## src/rtl/envelope_follower.sv

```systemverilog
// Envelope follower: rectifies a signed audio stream to an 8-bit level with attack/hold/release
// ballistics, a hysteretic gate and an optional full-scale flag (ENVELOPE_FOLLOWER_CLIP_EN).
module envelope_follower #(
    parameter int BITDEPTH = 14,
    parameter int HOLD_LEN = 16
) (
    input  logic                       sample_clock,
    input  logic                       rst,
    input  logic signed [BITDEPTH-1:0] in,
    input  logic [7:0]                 attack_rate,
    input  logic [7:0]                 release_rate,
    input  logic [7:0]                 threshold,
    output logic [7:0]                 level,
    output logic                       gate,
    output logic                       clip
);

    typedef enum logic [1:0] {
        IDLE    = 2'd0,
        ATTACK  = 2'd1,
        HOLD    = 2'd2,
        RELEASE = 2'd3
    } state_t;

    localparam logic signed [BITDEPTH-1:0] MAX_POS = {1'b0, {(BITDEPTH-1){1'b1}}};
    localparam logic signed [BITDEPTH-1:0] MIN_NEG = {1'b1, {(BITDEPTH-1){1'b0}}};
    localparam logic [7:0] HOLD_RELOAD = 8'(HOLD_LEN);

    state_t        state;
    state_t        state_next;
    logic [15:0]   acc;
    logic [15:0]   acc_next;
    logic [7:0]    hold_cnt;
    logic [7:0]    hold_next;
    logic [7:0]    mag8;
    logic [BITDEPTH-1:0] abs_in;
    logic [15:0]   target;
    logic [16:0]   rise_sum;
    logic [16:0]   fall_diff;
    logic [15:0]   attack_val;
    logic [15:0]   release_val;

    // The most negative code has no positive twin, so it saturates to full scale.
    always_comb begin
        if (in == MIN_NEG) begin
            abs_in = $unsigned(MAX_POS);
        end else if (in[BITDEPTH-1]) begin
            abs_in = $unsigned(-in);
        end else begin
            abs_in = $unsigned(in);
        end
    end

    always_ff @(posedge sample_clock or posedge rst) begin
        if (rst) begin
            mag8 <= 8'd0;
        end else begin
            mag8 <= 8'(abs_in >> (BITDEPTH - 9));
        end
    end

`ifdef ENVELOPE_FOLLOWER_CLIP_EN
    logic clip_q;

    always_ff @(posedge sample_clock or posedge rst) begin
        if (rst) begin
            clip_q <= 1'b0;
        end else begin
            clip_q <= (in == MAX_POS) || (in == MIN_NEG);
        end
    end

    assign clip = clip_q;
`else
    assign clip = 1'b0;
`endif

    assign target = {mag8, 8'h00};
    assign level  = acc[15:8];

    // One spare bit keeps the step from wrapping past either end before clamping.
    assign rise_sum  = {1'b0, acc} + {5'b0, attack_rate, 4'b0};
    assign fall_diff = {1'b0, acc} - {5'b0, release_rate, 4'b0};

    always_comb begin
        attack_val = rise_sum[15:0];
        if ((attack_rate == 8'd0) || (rise_sum >= {1'b0, target})) begin
            attack_val = target;
        end
    end

    always_comb begin
        release_val = fall_diff[15:0];
        if ((release_rate == 8'd0) || fall_diff[16] || (fall_diff[15:0] <= target)) begin
            release_val = target;
        end
    end

    always_ff @(posedge sample_clock or posedge rst) begin
        if (rst) begin
            state    <= IDLE;
            acc      <= 16'd0;
            hold_cnt <= 8'd0;
        end else begin
            state    <= state_next;
            acc      <= acc_next;
            hold_cnt <= hold_next;
        end
    end

    // A rising target always wins; otherwise each state runs its own ballistics.
    always_comb begin
        state_next = state;
        acc_next   = acc;
        hold_next  = hold_cnt;
        if (target > acc) begin
            acc_next = attack_val;
            if (attack_val == target) begin
                state_next = HOLD;
                hold_next  = HOLD_RELOAD;
            end else begin
                state_next = ATTACK;
            end
        end else begin
            case (state)
                IDLE: begin
                    state_next = IDLE;
                end
                ATTACK: begin
                    state_next = HOLD;
                    hold_next  = HOLD_RELOAD;
                end
                HOLD: begin
                    if (hold_cnt == 8'd0) begin
                        if (target < acc) begin
                            state_next = RELEASE;
                        end
                    end else if (mag8 == level) begin
                        hold_next = HOLD_RELOAD;
                    end else begin
                        hold_next = hold_cnt - 8'd1;
                    end
                end
                RELEASE: begin
                    acc_next = release_val;
                    if (release_val == target) begin
                        if (release_val == 16'd0) begin
                            state_next = IDLE;
                        end else begin
                            state_next = HOLD;
                            hold_next  = HOLD_RELOAD;
                        end
                    end
                end
                default: begin
                    state_next = IDLE;
                end
            endcase
        end
    end

    // Between threshold/2 and threshold the gate keeps its previous value.
    always_ff @(posedge sample_clock or posedge rst) begin
        if (rst) begin
            gate <= 1'b0;
        end else if ((threshold == 8'd0) && (level == 8'd0)) begin
            gate <= 1'b0;
        end else if (level > threshold) begin
            gate <= 1'b1;
        end else if (level < (threshold >> 1)) begin
            gate <= 1'b0;
        end
    end

endmodule

```

## config.mk

```make
export PLATFORM = sky130hd
export DESIGN_NAME = envelope_follower
export DESIGN_NICKNAME = d
export VERILOG_FILES = /design/src/rtl/envelope_follower.sv
export SDC_FILE = /design/constraint.sdc
export NUM_CORES = 1
export LEC_CHECK = 0
export CORE_MARGIN = 2
export CORE_UTILIZATION = 50
export CTS_CLUSTER_DIAMETER = 80
export DETAILED_ROUTE_END_ITERATION = 10
export HOLD_SLACK_MARGIN = 0.05
export PLACE_DENSITY_LB_ADDON = 0.15
export SYNTH_ARGS = -nofsm -noshare
export SYNTH_HDL_FRONTEND = slang
export SYNTH_SLANG_ARGS = --single-unit
export TNS_END_PERCENT = 100
```

## constraint.sdc

```tcl
create_clock -name sample_clock -period 6.3 [get_ports sample_clock]
set_input_delay 0.63 -clock sample_clock [delete_from_list [all_inputs] [get_ports sample_clock]]
set_output_delay 0.63 -clock sample_clock [all_outputs]
set_load 0.005 [all_outputs]
```

Yosys cells after proc, flatten, opt, wreduce, memory -nomap -nowiden
Index checks and enable logic that the tools add are counted.
{"block": "word_totals", "regBits": 35, "latch_bits": 0, "ramBits": 0, "rom_bits": 0, "input_bits": 40, "output_inout_bits": 10, "mem_count": 0}
{"block": "op_classes", "n_addsub": 4, "n_mul": 0, "n_div": 0, "magnitude_cmp": 6, "eq_ne": 13, "n_shift": 0, "mux": 23, "bitwise_logic": 0, "reduce_logical": 16}
{"operator": "two-way mux 16 bit", "count": 4}
{"operator": "two-way mux 8 bit", "count": 6}
{"operator": "logical NOT 8 bit", "count": 5}
{"operator": "== test 16 bit", "count": 2}
{"operator": "two-way mux 13 bit", "count": 2}
{"operator": "one-hot mux 8 bit (3 select lines)", "count": 1}
{"operator": "adder 16 x 12 -> 17 bit", "count": 1}
{"operator": "greater-or-equal comparator 17 x 16 -> 1 bit", "count": 1}
{"operator": "subtractor 16 x 12 -> 17 bit", "count": 1}
{"operator": "greater-than comparator 16 bit", "count": 1}
{"operator": "<= comparator 16 bit", "count": 1}
{"operator": "logical NOT 16 bit", "count": 1}
{"operator": "less-than comparator 16 bit", "count": 1}
{"operator": "inequality test 3 bit (second input constant)", "count": 5}
{"operator": "== test 14 bit (second input constant)", "count": 1}
{"operator": "negation 13 bit", "count": 1}
{"operator": "two-way mux 2 bit", "count": 6}
{"operator": "== test 8 bit", "count": 1}
{"operator": "greater-than comparator 8 bit", "count": 1}
{"operator": "less-than comparator 8 x 7 -> 1 bit", "count": 1}
{"operator": "one-hot mux 2 bit (4 select lines)", "count": 1}
{"operator": "subtractor 8 x 1 -> 8 bit (second input constant)", "count": 1}
{"operator": "AND reduction 5 bit", "count": 1}
{"operator": "== test 2 bit (second input constant)", "count": 2}
{"operator": "10 further kinds", "count": 14}

Logic depth before layout (Yosys ltp)
{"block": "logic_depth", "ltp_word": 9, "mapped_depth": 19}

Worst setup path after synthesis
Ideal clock, no wire load.
{"block": "synth_timing", "path_type": "input-to-reg", "start": "input release_rate[0]", "end": "register hold_cnt[4]", "setup_time_ns": 0.121, "t_arrival_ns": 4.471, "t_required_ns": 6.179, "setup_slack_ns": 1.709, "cell_stages": 17, "n_path_buf": 1, "path_cell_list": "ha_1 inv_1 fa_1 a211oi_1 o31ai_2 o31a_1 buf_2 or2_2 xnor2_1 ha_1 nand4_1 o21bai_1 a221oi_2 nand2_1 o31ai_1 a21oi_2 a22o_1"}
{"block": "synth_via", "elab_chain_cells": 7, "elab_cells_between_ends": 11}
{"element": "start, declared", "line": "11", "rtl": "input logic [7:0] release_rate,"}
{"element": "subtractor 16 x 12 -> 17 bit / logical NOT 8 bit (equally long branches)", "line": "83, 94"}
{"element": "<= comparator 16 bit / logical OR 1 bit (equally long branches)", "line": "94", "rtl": "if ((release_rate == 8'd0) || fall_diff[16] || (fall_diff[15:0] <= target)) begin"}
{"element": "logical OR 1 bit", "line": "94"}
{"element": "two-way mux 16 bit (*)", "line": "94"}
{"element": "== test 16 bit / logical NOT 16 bit (equally long branches)", "line": "146, 147"}
{"element": "inequality test 3 bit (no line)"}
{"element": "AND reduction 5 bit (no line) (*)"}
{"element": "end signal, assigned", "line": "107", "rtl": "hold_cnt <= hold_next;"}
{"element": "end, declared", "line": "33", "rtl": "logic [7:0] hold_cnt;"}
Every way passes the cells marked *; elsewhere a longest branch is shown, timed or not.
A chain may end at the register's enable or synchronous reset.

Worst setup path in the final report
Same ends and word-level chain as after synthesis.

==> out/qor.yml <==
dr_total_vias: 4662
cp.required_ps: 6490
clk_pin_slew_ps: 80
postSynthCellCount: 592
clock.fmax_mhz: 200
seq_area_frac_synth: 0.189
first_iter_violations: 329
p_per_area_mw_per_mm2: 552
synth_edf_count: 0
die_h_um: 100
r2r_cells: 18
grtUsageTotal: 0.289
setup_viol: 0
grt_pass1_vias: 4512
nNetsFinal: 717
synthFlopType: "dfrtp_1"
cts_resized: 0
tightest_slew_ps: 951
area_delta_synth_final_pct: 13.0
ant_nets: 0
r2r_start: "acc[4]"
row_count: 35
vdd_drop_max_v: 0.000179
relSlewSlack: 0.360
die_w_um: 100
dr.pass1.iters: 5
synth_top_area_cell: "dfrtp_1"
crit_path_start: "release_rate[0]"
path_max_fanout: 9
synthDistinctLibCells: 70
hold_ws_ps: 486
fin_area_mm2: 0.00523
final_common_cell: "ha_1"
pin_count: 50
routabilityCongestion: 1.01
ys_warn_count: 0
timing.hold.worst.start: "acc[1]"
synth.avg_cell_area_um2: 7.82
die_area_mm2: 0.0100
clk_path_buf_depth: 2
drc: 0
ys_top_cells_by_area: "dfrtp_1, ha_1, a21oi_1"
synth.cell_area_mm2: 0.00463
vias_per_cell: 6.38
rsz0062_at_grt: "no"
finalCritPeriodShare: 0.794
grt_pass1_wl_mm: 22.8
syn-num-nets: 690
power_mw: 2.89
end_kind: "flop"
crit_type: "in2reg"
post-dp-hpwl_mm: 10.9
clock-sinks: 35
fin_tns_setup_ps: 0
io_buffers: 48
status: "completed"
root_buffer: "clkbuf_8"
seqCellArea_um2: 876
r2r-end: "hold_cnt[4]"
yosysTopAreaCellShare: 0.189
initial_core_util: 0.508
clkLatencyLatePin_ps: 300
routed_wl_mm: 14.0
setup_slack_ps: 1300
rrSetupSlack_ps: 1610
ys_ff_latch: 35
antenna_found_initial: 0
drive_gt1_frac: 0.0484
whs_path_depth: 1
start_kind: "primary input"
max_cap_violations: 0
diodes: 0
htreeDepth: 2
slew_violations: 0
ctsHoldBuffers: 0
fin_skew_ps: 4.29
pre_cts_slack_ps: 989
cts_tree: "done"
grt_max_degree: 36
core_mm2: 0.00911
grt-ovfl-total: 0
placed_cell_area_mm2: 0.00512
layout.cells.most_common_list: "ha_1, nand2_1, clkdlybuf4s50_1"
multiInputGateArea_mm2: 0.00344
cp_data_arrival_time_ps: 5190
post_drt_wl_per_cell_um: 19.1
hp-class: "reg2reg"
layout_min_cycle_time_ps: 5000
hold-path-endpoint: "acc[1]"
hold_viol_final: 0
p_leak_nw: 2.36
cts_buffers: 5
fill_cells: 862
cts_setup_buffers: 0
ys_async_sr_fraction: 1.00
## cell type report
class / instances / share of cell area
Clock buffer: 5 / 0.0132
Sequential cell: 35 / 0.167
Timing Repair Buffer: 52 / 0.0976
Inverter: 40 / 0.0287
Multi-Input combinational cell: 485 / 0.658
Clock inverter: 3 / 0.00837
Tap cell: 111 / 0.0266
## sequential cells by signal (all words and copies together) (netlist names)
signal	count
gate	1
mag8	8
hold_cnt	8
state	2
acc	16
## where the power goes
part / leakage, nW / internal [mW] / switching, mW
combinational: 1.87 / 0.930 / 1.27
sequential: 0.431 / 0.304 / 0.175
clock: 0.0581 / 0.118 / 0.0924
total: 2.36 / 1.35 / 1.53
## cell families (layout without fill, tap and decap cells)
logic type / after synthesis / in the layout / share of synthesized area
flip-flops: 35 / 35 / 0.189
AO/OA/AOI/OAI: 174 / 174 / 0.248
AND/OR/NAND/NOR: 202 / 202 / 0.234
buffers and inverters: 72 / 100 / 0.0668
multiplexers: 11 / 11 / 0.0243
other: 1 / 1 / 0.000810
adder cells (fa/ha/maj): 58 / 58 / 0.160
XOR/XNOR: 39 / 39 / 0.0768
## critical path: stages
cell and delay (ps):
clkdlybuf4s50_1 480, ha_1 170, inv_1 50, fa_1 390, a211oi_1 340, o31ai_2 140, o31a_1 370, or2_2 370
xnor2_1 150, ha_1 310, nand4_1 100, o21bai_1 200, a221oi_2 250, buf_4 190, nand2_1 200, o31ai_1 420
a21oi_2 200, a22o_1 230
## metal layers
metal	track usage	part of all wire
met5	0	0
met1	0.369	0.44
met3	0.0320	0.050
met4	0.125	0.039
met2	0.493	0.47
## stage by stage
step,instances,util
after floorplan,592,-
after global placement,723,0.562
after detailed placement,723,0.562
after CTS,731,0.574
after global routing,731,0.574
final,731,0.574
## how the worst max path moves through the flow
stage / slack (ps) / endpoint
floorplan: 1710 / hold_cnt[4]
global placement: 1090 / hold_cnt[4]
detailed placement: 990 / hold_cnt[4]
CTS: 1290 / hold_cnt[4]
global route: 1040 / hold_cnt[4]
finish: 1300 / hold_cnt[4]
## cell usage after synthesis (5+ instances only)
| cell | n |
|---|---|
| inv_1 | 40 |
| o211ai_1 | 8 |
| and2_1 | 7 |
| xor2_1 | 18 |
| buf_4 | 9 |
| a21oi_1 | 44 |
| nor2b_1 | 7 |
| xnor2_1 | 20 |
| mux2i_1 | 9 |
| or3_1 | 7 |
| nor2_1 | 34 |
| nand3_1 | 12 |
| ha_1 | 56 |
| o31ai_1 | 5 |
| a22oi_1 | 5 |
| clkbuf_1 | 18 |
| o21ai_0 | 32 |
| dfrtp_1 | 35 |
| nand2_1 | 54 |
| o21a_1 | 11 |
| and3_1 | 5 |
| nand2b_1 | 10 |
| a211oi_1 | 10 |
| a21o_1 | 19 |
| nor3_1 | 16 |
| nor4_1 | 16 |
| a31oi_1 | 10 |
| nand4_1 | 10 |
No activity file was read; power rests on OpenSTA's default activity.
